`config.mk`:
```
export PLATFORM = sky130hd
export DESIGN_NAME = buffered_uart_tx_flat
export DESIGN_NICKNAME = d
export VERILOG_FILES = /design/src/rtl/buffered_uart_tx_if.sv /design/src/rtl/buffered_uart_tx.sv /design/src/flat_wrapper.sv
export SDC_FILE = /design/constraint.sdc
export NUM_CORES = 1
export LEC_CHECK = 0
export BUFFER_PORTS_ARGS = -buffer_cell sky130_fd_sc_hd__buf_2
export CAP_MARGIN = 20
export CORE_MARGIN = 1
export CORE_UTILIZATION = 56
export CTS_CLUSTER_SIZE = 24
export DETAILED_ROUTE_END_ITERATION = 12
export GPL_ROUTABILITY_DRIVEN = 1
export GPL_TIMING_DRIVEN = 0
export PLACE_DENSITY_LB_ADDON = 0.08
export SYNTH_ARGS = -nofsm -noshare
export SYNTH_HDL_FRONTEND = slang
export SYNTH_SLANG_ARGS = --single-unit
```
`constraint.sdc`:
```
create_clock -name clk -period 6.4 [get_ports clk]
set_input_delay 0.32 -clock clk [delete_from_list [all_inputs] [get_ports clk]]
set_output_delay 0.32 -clock clk [all_outputs]
set_load 0.01 [all_outputs]
```
`src/rtl/buffered_uart_tx_if.sv`:
```
// Native picorv32-style memory bus between the CPU (master) and a peripheral (slave).
interface buffered_uart_tx_if;
    logic        mem_valid;
    logic [31:0] mem_addr;
    logic [31:0] mem_wdata;
    logic [3:0]  mem_wstrb;
    logic        mem_ready;
    logic [31:0] mem_rdata;

    modport master (
        output mem_valid, mem_addr, mem_wdata, mem_wstrb,
        input  mem_ready, mem_rdata
    );

    modport slave (
        input  mem_valid, mem_addr, mem_wdata, mem_wstrb,
        output mem_ready, mem_rdata
    );
endinterface

```
`src/rtl/buffered_uart_tx.sv`:
```
// Memory-mapped 8N1 UART transmitter with a TX FIFO; registers DATA/DIV/STAT in a 16-byte window.
module buffered_uart_tx #(
    parameter logic [31:0] BASE_ADDR   = 32'h0300_0000,
    parameter int          FIFO_DEPTH  = 16,
    parameter logic [31:0] DEFAULT_DIV = 32'd104
) (
    input  logic                  clk,
    input  logic                  resetn,
    buffered_uart_tx_if.slave     bus,
    output logic                  uart_tx
);

    localparam int PTR_W = $clog2(FIFO_DEPTH);
    localparam int LVL_W = PTR_W + 1;
    localparam logic [LVL_W-1:0] DEPTH_LVL = LVL_W'(FIFO_DEPTH);

    typedef enum logic [1:0] {IDLE, START, DATA, STOP} tx_state_t;

    tx_state_t        state;
    logic [31:0]      div_reg;
    logic [31:0]      div_eff;
    logic [31:0]      div_lat;
    logic [31:0]      bit_cnt;
    logic [2:0]       bit_idx;
    logic [7:0]       shifter;

    logic [7:0]       fifo_mem [FIFO_DEPTH];
    logic [PTR_W-1:0] wr_ptr;
    logic [PTR_W-1:0] rd_ptr;
    logic [LVL_W-1:0] level;
    logic             fifo_full;
    logic             fifo_empty;

    logic             sel;
    logic [1:0]       reg_idx;
    logic             push_req;
    logic             go;
    logic             acc;
    logic             push;
    logic             pop;
    logic             cnt_end;
    logic [31:0]      stat;
    logic [31:0]      rd_val;
    logic             unused_addr;

    assign unused_addr = &{1'b0, bus.mem_addr[1:0]};

    assign sel        = bus.mem_valid && (bus.mem_addr[31:4] == BASE_ADDR[31:4]);
    assign reg_idx    = bus.mem_addr[3:2];
    assign push_req   = (reg_idx == 2'd0) && bus.mem_wstrb[0];
    assign fifo_full  = (level == DEPTH_LVL);
    assign fifo_empty = (level == '0);
    // A data write into a full FIFO is held off until the transmitter frees a slot.
    assign go         = sel && !(push_req && fifo_full);
    assign acc        = go && !bus.mem_ready;
    assign push       = acc && push_req;

    assign div_eff = (div_reg == 32'd0) ? 32'd1 : div_reg;
    assign cnt_end = (bit_cnt == div_lat - 32'd1);
    assign pop     = !fifo_empty && ((state == IDLE) || ((state == STOP) && cnt_end));

    assign stat = {16'd0, 8'(level), 5'd0, fifo_empty, fifo_full, (state != IDLE)};

    always_comb begin
        rd_val = 32'd0;
        case (reg_idx)
            2'd1:    rd_val = div_reg;
            2'd2:    rd_val = stat;
            default: rd_val = 32'd0;
        endcase
    end

    always_ff @(posedge clk) begin
        if (!resetn) begin
            bus.mem_ready <= 1'b0;
            bus.mem_rdata <= 32'd0;
            div_reg       <= DEFAULT_DIV;
        end else begin
            bus.mem_ready <= go && !bus.mem_ready;
            bus.mem_rdata <= acc ? rd_val : 32'd0;
            if (acc && (reg_idx == 2'd1)) begin
                for (int i = 0; i < 4; i++) begin
                    if (bus.mem_wstrb[i]) div_reg[8*i +: 8] <= bus.mem_wdata[8*i +: 8];
                end
            end
        end
    end

    always_ff @(posedge clk) begin
        if (push) fifo_mem[wr_ptr] <= bus.mem_wdata[7:0];
    end

    always_ff @(posedge clk) begin
        if (!resetn) begin
            wr_ptr <= '0;
            rd_ptr <= '0;
            level  <= '0;
        end else begin
            if (push) wr_ptr <= wr_ptr + 1'b1;
            if (pop)  rd_ptr <= rd_ptr + 1'b1;
            case ({push, pop})
                2'b10:   level <= level + 1'b1;
                2'b01:   level <= level - 1'b1;
                default: level <= level;
            endcase
        end
    end

    // Bit period is latched at pop so a DIV write only affects the following frame.
    always_ff @(posedge clk) begin
        if (!resetn) begin
            state   <= IDLE;
            uart_tx <= 1'b1;
            bit_cnt <= 32'd0;
            bit_idx <= 3'd0;
            div_lat <= 32'd1;
        end else begin
            case (state)
                IDLE: begin
                    uart_tx <= 1'b1;
                    if (pop) begin
                        shifter <= fifo_mem[rd_ptr];
                        div_lat <= div_eff;
                        bit_cnt <= 32'd0;
                        uart_tx <= 1'b0;
                        state   <= START;
                    end
                end
                START: begin
                    if (cnt_end) begin
                        bit_cnt <= 32'd0;
                        bit_idx <= 3'd0;
                        uart_tx <= shifter[0];
                        state   <= DATA;
                    end else begin
                        bit_cnt <= bit_cnt + 32'd1;
                    end
                end
                DATA: begin
                    if (cnt_end) begin
                        bit_cnt <= 32'd0;
                        if (bit_idx == 3'd7) begin
                            uart_tx <= 1'b1;
                            state   <= STOP;
                        end else begin
                            bit_idx <= bit_idx + 3'd1;
                            shifter <= {1'b0, shifter[7:1]};
                            uart_tx <= shifter[1];
                        end
                    end else begin
                        bit_cnt <= bit_cnt + 32'd1;
                    end
                end
                STOP: begin
                    if (cnt_end) begin
                        bit_cnt <= 32'd0;
                        if (pop) begin
                            shifter <= fifo_mem[rd_ptr];
                            div_lat <= div_eff;
                            uart_tx <= 1'b0;
                            state   <= START;
                        end else begin
                            state   <= IDLE;
                        end
                    end else begin
                        bit_cnt <= bit_cnt + 32'd1;
                    end
                end
                default: begin
                    uart_tx <= 1'b1;
                    state   <= IDLE;
                end
            endcase
        end
    end

endmodule

```
`src/flat_wrapper.sv`:
```
// flat-port wrapper written by rule: the top's interface ports become plain ports
module buffered_uart_tx_flat 
#(
    parameter logic [31:0] BASE_ADDR   = 32'h0300_0000,
    parameter int          FIFO_DEPTH  = 16,
    parameter logic [31:0] DEFAULT_DIV = 32'd104
)
  (clk, resetn, uart_tx, bus_mem_valid, bus_mem_addr, bus_mem_wdata, bus_mem_wstrb, bus_mem_ready, bus_mem_rdata);
  buffered_uart_tx_if bus_i ();
  input  logic clk;
  input  logic resetn;
  output logic uart_tx;
  input wire logic [$bits(bus_i.mem_valid)-1:0] bus_mem_valid;
  input wire logic [$bits(bus_i.mem_addr)-1:0] bus_mem_addr;
  input wire logic [$bits(bus_i.mem_wdata)-1:0] bus_mem_wdata;
  input wire logic [$bits(bus_i.mem_wstrb)-1:0] bus_mem_wstrb;
  output wire logic [$bits(bus_i.mem_ready)-1:0] bus_mem_ready;
  output wire logic [$bits(bus_i.mem_rdata)-1:0] bus_mem_rdata;
  assign bus_i.mem_valid = bus_mem_valid;
  assign bus_i.mem_addr = bus_mem_addr;
  assign bus_i.mem_wdata = bus_mem_wdata;
  assign bus_i.mem_wstrb = bus_mem_wstrb;
  assign bus_mem_ready = bus_i.mem_ready;
  assign bus_mem_rdata = bus_i.mem_rdata;
  buffered_uart_tx #(.BASE_ADDR(BASE_ADDR), .FIFO_DEPTH(FIFO_DEPTH), .DEFAULT_DIV(DEFAULT_DIV)) u_core (.clk(clk), .resetn(resetn), .bus(bus_i), .uart_tx(uart_tx));
endmodule
```
; ---- Word level (Yosys, flattened, before mapping)
; Memory sizes are Yosys's and may differ from the RTL's. A register that Yosys moved wholly into a read port is not among the register bits.
; Index checks and enable logic that the tools add are counted.
[word_totals]
ramBits = 128
ff_bits = 156
wordCells = 110
out_inout_bits = 34
in_bits = 71
n_memories = 1
[op_classes]
n_reduce_logical = 33
muxes = 36
n_eq_ne = 18
addsub = 7
[mem_list]
columns = name, words, word_bits, rd, rd_clocked_by_memory_dff, write_ports, line
row1 = u_core.fifo_mem, 16, 8, 1, 1, 1, buffered_uart_tx.sv:27  ; logic [7:0] fifo_mem [FIFO_DEPTH];
[ops]
columns = op, count
row1 = 32-bit one-hot mux with 2 select lines, 3
row2 = 32-bit two-way mux, 5
row3 = 32-bit by 1-bit adder with 32-bit output (second input constant), 1
row4 = 32-bit == test, 1
row5 = 32-bit zero test, 1
row6 = 8-bit two-way mux, 4
row7 = 32-bit by 1-bit subtractor with 32-bit output (second input constant), 1
row8 = 28-bit by 22-bit == test with 1-bit output (second input constant), 1
row9 = 8-bit one-hot mux with 3 select lines, 1
row10 = 2-bit by 1-bit inequality test with 1-bit output (second input constant), 6
row11 = 2-bit AND reduction, 6
row12 = 2-bit two-way mux, 5
row13 = 5-bit one-hot mux with 2 select lines, 1
row14 = 5-bit AND reduction, 2
row15 = 1-bit logical AND, 9
row16 = 1-bit two-way mux, 9
row17 = 3-bit two-way mux, 3
row18 = 4-bit by 1-bit adder with 4-bit output (second input constant), 2
row19 = 2-bit == test (second input constant), 4
row20 = 4-bit two-way mux, 2
row21 = 2-bit one-hot mux with 4 select lines, 1
row22 = 4-bit AND reduction, 2
row23 = 2-bit nonzero test, 4
row24 = 2-bit by 1-bit == test with 1-bit output (second input constant), 3
row25 = 14 further kinds, 17

; ---- Depth between registers and ports, before layout
; Gate-level depths: netlist of the first run.
[depth]
ltp_word = 9
depth_mapped = 22
ltp_nobuf = 19

; ---- Least setup slack after synthesis of the first run
; No wires, ideal clock.
[synth_timing]
path_type = reg-to-reg
start = reg u_core.div_lat[3]
end = reg u_core.level[4]
setup_time_ps = 70
synth_period_minus_slack_ps = 4438
stages_incl_launch_ff = 21
slack_ps = 1962
arrival_time_ps = 4368
t_required_ps = 6330
path_buffers = 3
cell_sequence = dfxtp_1 buf_6 or4_4 or2_1 buf_6 or4_1 nand3_1 o211ai_1 or3b_4 o21a_1 clkinv_1 ha_1 clkbuf_1 xor2_1 ha_1 o21ai_0 a21oi_1 a21oi_1 xor2_1 or3_1 a21oi_1
[synth_via]
elab_chain_cells = 7
word_cells_on_any_way = 9
classes_between = add/sub (1) / eq/ne (3) / mux (1) / reduce/logical (4)
[synth_rtl]
columns = item, line
row1 = from (decl), buffered_uart_tx.sv:22  ; logic [31:0] div_lat;
row2 = from (signal assigned), buffered_uart_tx.sv:123  ; div_lat <= div_eff;
row3 = from (signal assigned), buffered_uart_tx.sv:159  ; div_lat <= div_eff;
row4 = 32-bit by 1-bit subtractor with 32-bit output *, buffered_uart_tx.sv:59  ; assign cnt_end = (bit_cnt == div_lat - 32'd1);
row5 = 32-bit == test *, buffered_uart_tx.sv:59
row6 = 1-bit logical AND *, buffered_uart_tx.sv:60  ; assign pop = !fifo_empty && ((state == IDLE) || ((state == STOP) && cnt_end));
row7 = 1-bit logical OR *, buffered_uart_tx.sv:60
row8 = 1-bit logical AND *, buffered_uart_tx.sv:60
row9 = via u_core.pop, buffered_uart_tx.sv:40  ; logic pop;
row10 = 2-bit by 1-bit == test with 1-bit output / 2-bit == test (equally long branches), buffered_uart_tx.sv:101  ; case ({push, pop})
row11 = 5-bit one-hot mux with 2 select lines / 2-bit nonzero test (equally long branches), n/a
row12 = to (signal assigned), buffered_uart_tx.sv:102  ; 2'b10: level <= level + 1'b1;
row13 = to (signal assigned), buffered_uart_tx.sv:103  ; 2'b01: level <= level - 1'b1;
row14 = to (signal assigned), buffered_uart_tx.sv:104  ; default: level <= level;
row15 = to (decl), buffered_uart_tx.sv:30  ; logic [LVL_W-1:0] level;
; The timed path passes the listed nets; every way through them passes the cells marked *.
; A chain may end at the register's enable or synchronous reset.

; ---- Worst setup path in the final report of the first run
[layout_timing]
start = reg u_core.div_lat[0]
end = reg u_core.level[4]
; Same word-level chain as after synthesis.

==> impl_metrics.json, run 1 <==
{
  "critPathMaxStageDelay_ns": 0.54,
  "root_buffer": "clkbuf_16",
  "die_w_um": 154,
  "post_cts_buffers": 0,
  "numCtsBuffers": 29,
  "layout_commonest_cell": "dfxtp_1",
  "ys_ff_latch": 288,
  "final_nets": 1392,
  "clock_path_buffers": 3,
  "hold_path.class": "in2reg",
  "fin_ws_ns": 1.18,
  "synth.distinct_cells": 73,
  "synthCells": 1143,
  "syn_area_per_cell_um2": 11.4,
  "grt_pass1_vias": 8908,
  "ys_top_cells_by_area": "edfxtp_1 (31%), dfxtp_1 (23%), mux4_2 (6.9%)",
  "tns_ns": 0,
  "worst_clock_skew_ns": 0.0180,
  "clock_latency_ns": 0.56,
  "r2r_slack_ns": 1.18,
  "ys_warn_count": 0,
  "total_power_mw": 3.64,
  "drv_cap": 0,
  "min_path_cells": 3,
  "seq_area_frac_synth": 0.549,
  "gr-usage-all-layers": 0.263,
  "synth_nets": 1236,
  "fillers": 1743,
  "arrival_ns": 5.70,
  "r2r_start": "u_core.div_lat[0]",
  "synth-main-ff-cell": "dfxtp_1",
  "synth_edf_count": 136,
  "slew_headroom": 0.376,
  "power_frac_seq": 0.529,
  "r2r_end": "u_core.level[4]",
  "ys_async_sr_fraction": 0,
  "gr-total-overflow": 0,
  "hold_viol_final": 0,
  "worst_slew_pin_slew_ns": 0.936,
  "largest_register": "u_core.fifo_mem",
  "place.gp.congestion": 0.950,
  "antenna_cells": 0,
  "grt_max_degree": 18,
  "p_sw_uw": 741,
  "powerDensity_nw_per_um2": 243,
  "area_delta_synth_final_pct": 15.5,
  "drtIter0Drc": 638,
  "yosysTopAreaCellShare": 0.315,
  "first_pass_iters": 5,
  "design.die.area_um2": 23800,
  "core_area_um2": 22700,
  "clkTransAtPathRegs_ns": 0.06,
  "rsz0062_at_grt": "no",
  "boundaryPins": 105,
  "cp_data_required_time_ns": 6.89,
  "postCtsResizedCells": 0,
  "r2r_cells": 22,
  "antenna_found_initial": 0,
  "via_per_inst": 5.90,
  "grt_pass1_wl_mm": 48.4,
  "wl_per_cell_um": 19.5,
  "port_buffers": 101,
  "p_int_mw": 2.90,
  "finalCritPeriodShare": 0.815,
  "cts_hold_buffers": 19,
  "start_util": 0.571,
  "routed_wl_mm": 31.2,
  "antenna_left": 0,
  "finalMaxSlewViolations": 0,
  "htreeDepth": 1,
  "combPwrFrac": 0.020,
  "synth_area_leader_cell": "edfxtp_1",
  "num_vias": 9458,
  "final.min_clock_period_ns": 5.22,
  "cts.sinks": 288,
  "pwr-share-clk": 0.450,
  "drc": 0,
  "critPathKind": "reg2reg",
  "status": "complete, no violations",
  "cts_tree": "done",
  "holdPathEnd": "u_core.div_reg[27]",
  "p_sw_frac": 0.204,
  "crit_path_cell_trace": "inv_1 -> ha_1 -> clkbuf_1 -> nand2b_1 -> or2_1 -> buf_6 -> nor4_1 -> xnor2_1 -> a211oi_1 -> o2111ai_1 -> o21a_1 -> clkinv_1 -> ha_1 -> clkbuf_1 -> xor2_1 -> ha_1 -> o21ai_0 -> a21oi_1 -> a21oi_1 -> xor2_1 -> or3_1 -> a21oi_1",
  "hpwlAfterDp_mm": 22.2,
  "crit_path_max_fanout": 9,
  "critPathLaunchType": "flip-flop",
  "drive_gt1_frac": 0.165,
  "hp-start": "bus_mem_wdata[27]",
  "rows": 55,
  "leakage_nw": 5.55,
  "setup_violations": 0,
  "dp_slack_ns": 1.26,
  "ir_drop_mv": 0.259,
  "largest_reg_flops": 128,
  "clock.fmax_ghz": 0.192,
  "critPathSlowestCell": "a211oi_1",
  "netlist_area_um2": 13000,
  "final_cell_mix": "dfxtp_1 (152), edfxtp_1 (136), nor2_1 (132)",
  "end_kind": "flip-flop",
  "die_height_um": 154
}
worst max-delay path, delay by kind of cell, from the launching register on:
| family | cells | cell delay [ns] |
|---|---|---|
| flip-flops | 1 | 0.35 |
| adder cells (fa/ha/maj) | 3 | 0.55 |
| buffers and inverters | 5 | 1.08 |
| AND/OR/NAND/NOR | 4 | 1.14 |
| AO/OA/AOI/OAI | 7 | 1.58 |
| XOR/XNOR | 3 | 0.45 |
area by class of cell:
type / count / area, um2 / share of cell area
clock buffers: 40 / 827 / 0.0552
well taps: 285 / 357 / 0.0238
clock inverters: 11 / 103 / 0.00685
inverters: 24 / 90.1 / 0.00601
plain buffers: 64 / 268 / 0.0179
repair buffers: 125 / 721 / 0.0481
flip-flops and latches: 288 / 7130 / 0.476
multi-input cells: 767 / 5490 / 0.367
worst max path at each step:
stage / endpoint / cells after the start / from
final: u_core.level[4] / 22 / u_core.div_lat[0]
after global routing: u_core.level[4] / 22 / u_core.div_lat[0]
after CTS: u_core.level[4] / 22 / u_core.div_lat[0]
after detailed placement: u_core.level[4] / 22 / u_core.div_lat[0]
after global placement: u_core.level[4] / 22 / u_core.div_lat[0]
after floorplan: u_core.level[4] / 20 / u_core.div_lat[3]
Yosys cell counts (7+ instances only):
| cell type | n |
|---|---|
| a21o_1 | 7 |
| a21oi_1 | 32 |
| a22oi_1 | 9 |
| a31oi_1 | 11 |
| and2_1 | 8 |
| and3_1 | 32 |
| buf_1 | 7 |
| clkbuf_1 | 51 |
| dfxtp_1 | 152 |
| edfxtp_1 | 136 |
| ha_1 | 22 |
| inv_1 | 23 |
| mux2i_1 | 65 |
| mux4_2 | 40 |
| nand2_1 | 85 |
| nand2b_1 | 9 |
| nand3_1 | 51 |
| nand4_1 | 17 |
| nor2_1 | 132 |
| nor3_1 | 20 |
| nor4_1 | 30 |
| o21ai_0 | 33 |
| o311ai_0 | 8 |
| or3_1 | 11 |
| xnor2_1 | 19 |
| xor2_1 | 25 |
routing by layer:
metal	up-vias	track usage	share of wire	wire length (um)
met3	58	0.0289	0.037	1150
li1	4570	-	-	-
met1	4571	0.334	0.42	13200
met4	0	0.0795	0.027	828
met2	259	0.474	0.51	16100
met5	-	0	0	0
power groups by stage:
stage | Combinational, mW | Sequential [mW] | Clock (mW)
2_1_floorplan | 0.0197 | 1.96 | 0
3_5_place_dp | 0.0647 | 1.96 | 0
6_report | 0.0744 | 1.92 | 1.64
3_3_place_gp | 0.0636 | 1.96 | 0
4_1_cts | 0.0743 | 1.92 | 1.67
5_1_grt | 0.0800 | 1.92 | 1.74
logic make-up after synthesis:
logic type,share of synthesized area
buf+inv,0.0276
simple gates,0.173
xor+xnor,0.0297
flops,0.549
fa+ha+maj,0.0212
compound gates,0.0778
mux,0.121
stage by stage:
step                      instance area [um2]  hold slack, ns  utilization  instances
after global placement                  13800           0.471        0.609       1529
after global routing                    15000         0.00246        0.660       1604
after CTS                               15000        0.000840        0.660       1604
after floorplan                         13000           0.419            -       1143
final                                   15000          0.0225        0.660       1604
after detailed placement                13900           0.488        0.610       1534
Note: power is estimated with default switching activity, not from simulation.
==> run 2: changes to the inputs <==
==> constraint.sdc (replaced) <==
create_clock -name clk -period 5.3 [get_ports clk]
set_input_delay 0.265 -clock clk [delete_from_list [all_inputs] [get_ports clk]]
set_output_delay 0.265 -clock clk [all_outputs]
set_load 0.01 [all_outputs]
==> run 2 against run 1 <==
Net effect: highest routed layer unchanged; die area did not move; worst setup slack got worse by 0.86 ns; non-clock buffer count rose by 4; critical path depth fell by 3; clock-buffer cell count did not move; combinational power rose by 25%; power rose by 21%; global-route usage rose by 0.056 points; utilization rose by 0.31 points; critical endpoint unchanged; cell count rose by 0.25%; via count rose by 0.29%; critical path type unchanged; sequential power rose by 21%.
==> impl_metrics.json, run 2 (synthesis results as in run 1) <==
{
  "status": "complete, no violations",
  "first_pass_iters": 5,
  "grt_pass1_vias": 8921,
  "port_buffers": 101,
  "routed_wl_mm": 31.4,
  "crit_path_max_fanout": 8,
  "largest_register": "u_core.fifo_mem",
  "tns_ns": 0,
  "rows": 55,
  "r2r_end": "u_core.level[4]",
  "drv_cap": 0,
  "clock_latency_ns": 0.56,
  "worst_clock_skew_ns": 0.0178,
  "design.die.area_um2": 23800,
  "ir_drop_mv": 0.313,
  "start_util": 0.571,
  "cp_top_family": "simple AND/OR/NAND/NOR gates",
  "clkTransAtPathRegs_ns": 0.07,
  "area_delta_synth_final_pct": 16.0,
  "arrival_ns": 5.46,
  "wl_per_cell_um": 19.5,
  "path_common_cell": "a21oi_1",
  "r2r_cells": 19,
  "htreeDepth": 1,
  "finalMaxSlewViolations": 0,
  "grt_max_degree": 18,
  "antenna_left": 0,
  "final.min_clock_period_ns": 4.98,
  "layoutNonFillerInstCount": 1608,
  "largest_reg_flops": 128,
  "post-place-cells": 1534,
  "die_height_um": 154,
  "clock_path_buffers": 3,
  "num_vias": 9485,
  "hold_path.class": "in2reg",
  "antenna_cells": 0,
  "holdPathEnd": "u_core.fifo_mem[3][7]",
  "boundaryPins": 105,
  "stdcell_area_um2": 15100,
  "critPathSlowestCell": "or4_4",
  "r2r_start": "u_core.div_lat[2]",
  "end_kind": "flip-flop",
  "worst_slew_pin_slew_ns": 0.927,
  "fin_ws_ns": 0.323,
  "root_buffer": "clkbuf_16",
  "dp_slack_ns": 0.164,
  "min_path_cells": 1,
  "gr-usage-all-layers": 0.264,
  "r2r_slack_ns": 0.32,
  "cts.sinks": 288,
  "critPathKind": "reg2reg",
  "post-route-util": 0.663,
  "cp_data_required_time_ns": 5.78,
  "drive_gt1_frac": 0.166,
  "numCtsBuffers": 29,
  "rsz0062_at_grt": "no",
  "via_per_inst": 5.90,
  "drc": 0,
  "final_nets": 1396,
  "drtIter0Drc": 628,
  "hold_viol_final": 0,
  "place.gp.congestion": 0.950,
  "cts_tree": "done",
  "powerDensity_nw_per_um2": 292,
  "die_w_um": 154,
  "clock.fmax_ghz": 0.201,
  "layout_commonest_cell": "dfxtp_1",
  "antenna_found_initial": 0,
  "post_cts_buffers": 0,
  "crit_path_cell_trace": "or4_4 -> or2_1 -> buf_6 -> nor4_1 -> nor2_1 -> nor4b_1 -> or3b_4 -> o21a_1 -> clkinv_1 -> ha_1 -> clkbuf_1 -> xor2_1 -> ha_1 -> o21ai_0 -> a21oi_1 -> a21oi_1 -> xor2_1 -> or3_1 -> a21oi_1",
  "leakage_nw": 5.58,
  "grt_pass1_wl_mm": 48.5,
  "critPathMaxStageDelay_ns": 0.61,
  "setup_violations": 0,
  "critPathLaunchType": "flip-flop",
  "hp-start": "bus_mem_wdata[7]",
  "worst-path-buf-inv": 3,
  "final_cell_mix": "dfxtp_1 (152), edfxtp_1 (136), nor2_1 (132)",
  "placed_area_um2": 13900,
  "finalCritPeriodShare": 0.939,
  "hpwlAfterDp_mm": 22.2,
  "gr-total-overflow": 0,
  "core_area_um2": 22700,
  "slew_headroom": 0.382
}
==> run 2: changes by cell type in the layout (fill, tap and decap cells not counted) <==
cell	change
o31ai_2	+1
a211oi_1	-1
a211oi_2	+1
clkbuf_1	-1
nor4_4	+1
dlygate4sd3_1	+5
nor4_1	-1
o31ai_1	-1
==> run 2: layer usage <==
metal	share of wire	wire length, um	GRT usage	vias to the layer above
met5	0	0	0	-
met4	0.026	830	0.0795	0
met3	0.036	1140	0.0289	54
met2	0.51	16100	0.477	250
met1	0.42	13300	0.334	4604
li1	-	-	-	4577
==> run 2: worst max path at each step <==
stage | start | endpoint | slack [ns] | depth (start not counted)
final | u_core.div_lat[2] | u_core.level[4] | 0.32 | 19
after global routing | u_core.div_lat[6] | u_core.level[4] | 0.04 | 18
after CTS | u_core.div_lat[0] | u_core.level[4] | 0.13 | 22
after detailed placement | u_core.div_lat[0] | u_core.level[4] | 0.16 | 22
after global placement | u_core.div_lat[0] | u_core.level[4] | 0.24 | 22
after floorplan | u_core.div_lat[3] | u_core.level[4] | 0.86 | 20
==> run 2: per-stage QoR <==
step                      hold slack, ns  power, mW
after global routing               0.105       4.52
after global placement             0.471       2.45
after detailed placement           0.488       2.45
final                              0.118       4.40
after floorplan                    0.364       2.40
after CTS                         0.0909       4.43
==> run 2: cell type report <==
cell class / instances / area (um2)
clock inverter: 11 / 103
tap: 285 / 357
fill: 1738 / 7650
sequential: 288 / 7130
timing repair buffer: 130 / 771
multi-input combinational: 767 / 5520
inverter: 24 / 90.1
clock buffer: 40 / 827
buffer: 63 / 264
==> run 2: timing repair <==
item | in CTS | in global routing
endpoints found under the hold margin | 24 | 0
hold buffers | 24 | 0
endpoints found under the setup margin | 0 | 1
gates resized for setup | 0 | 4
==> run 2: power breakdown <==
part / internal [mW] / switching [mW]
Combinational: 0.0371 / 0.0562
Clock: 1.14 / 0.843
Sequential: 2.32 / 0.00000000441
Total: 3.50 / 0.899
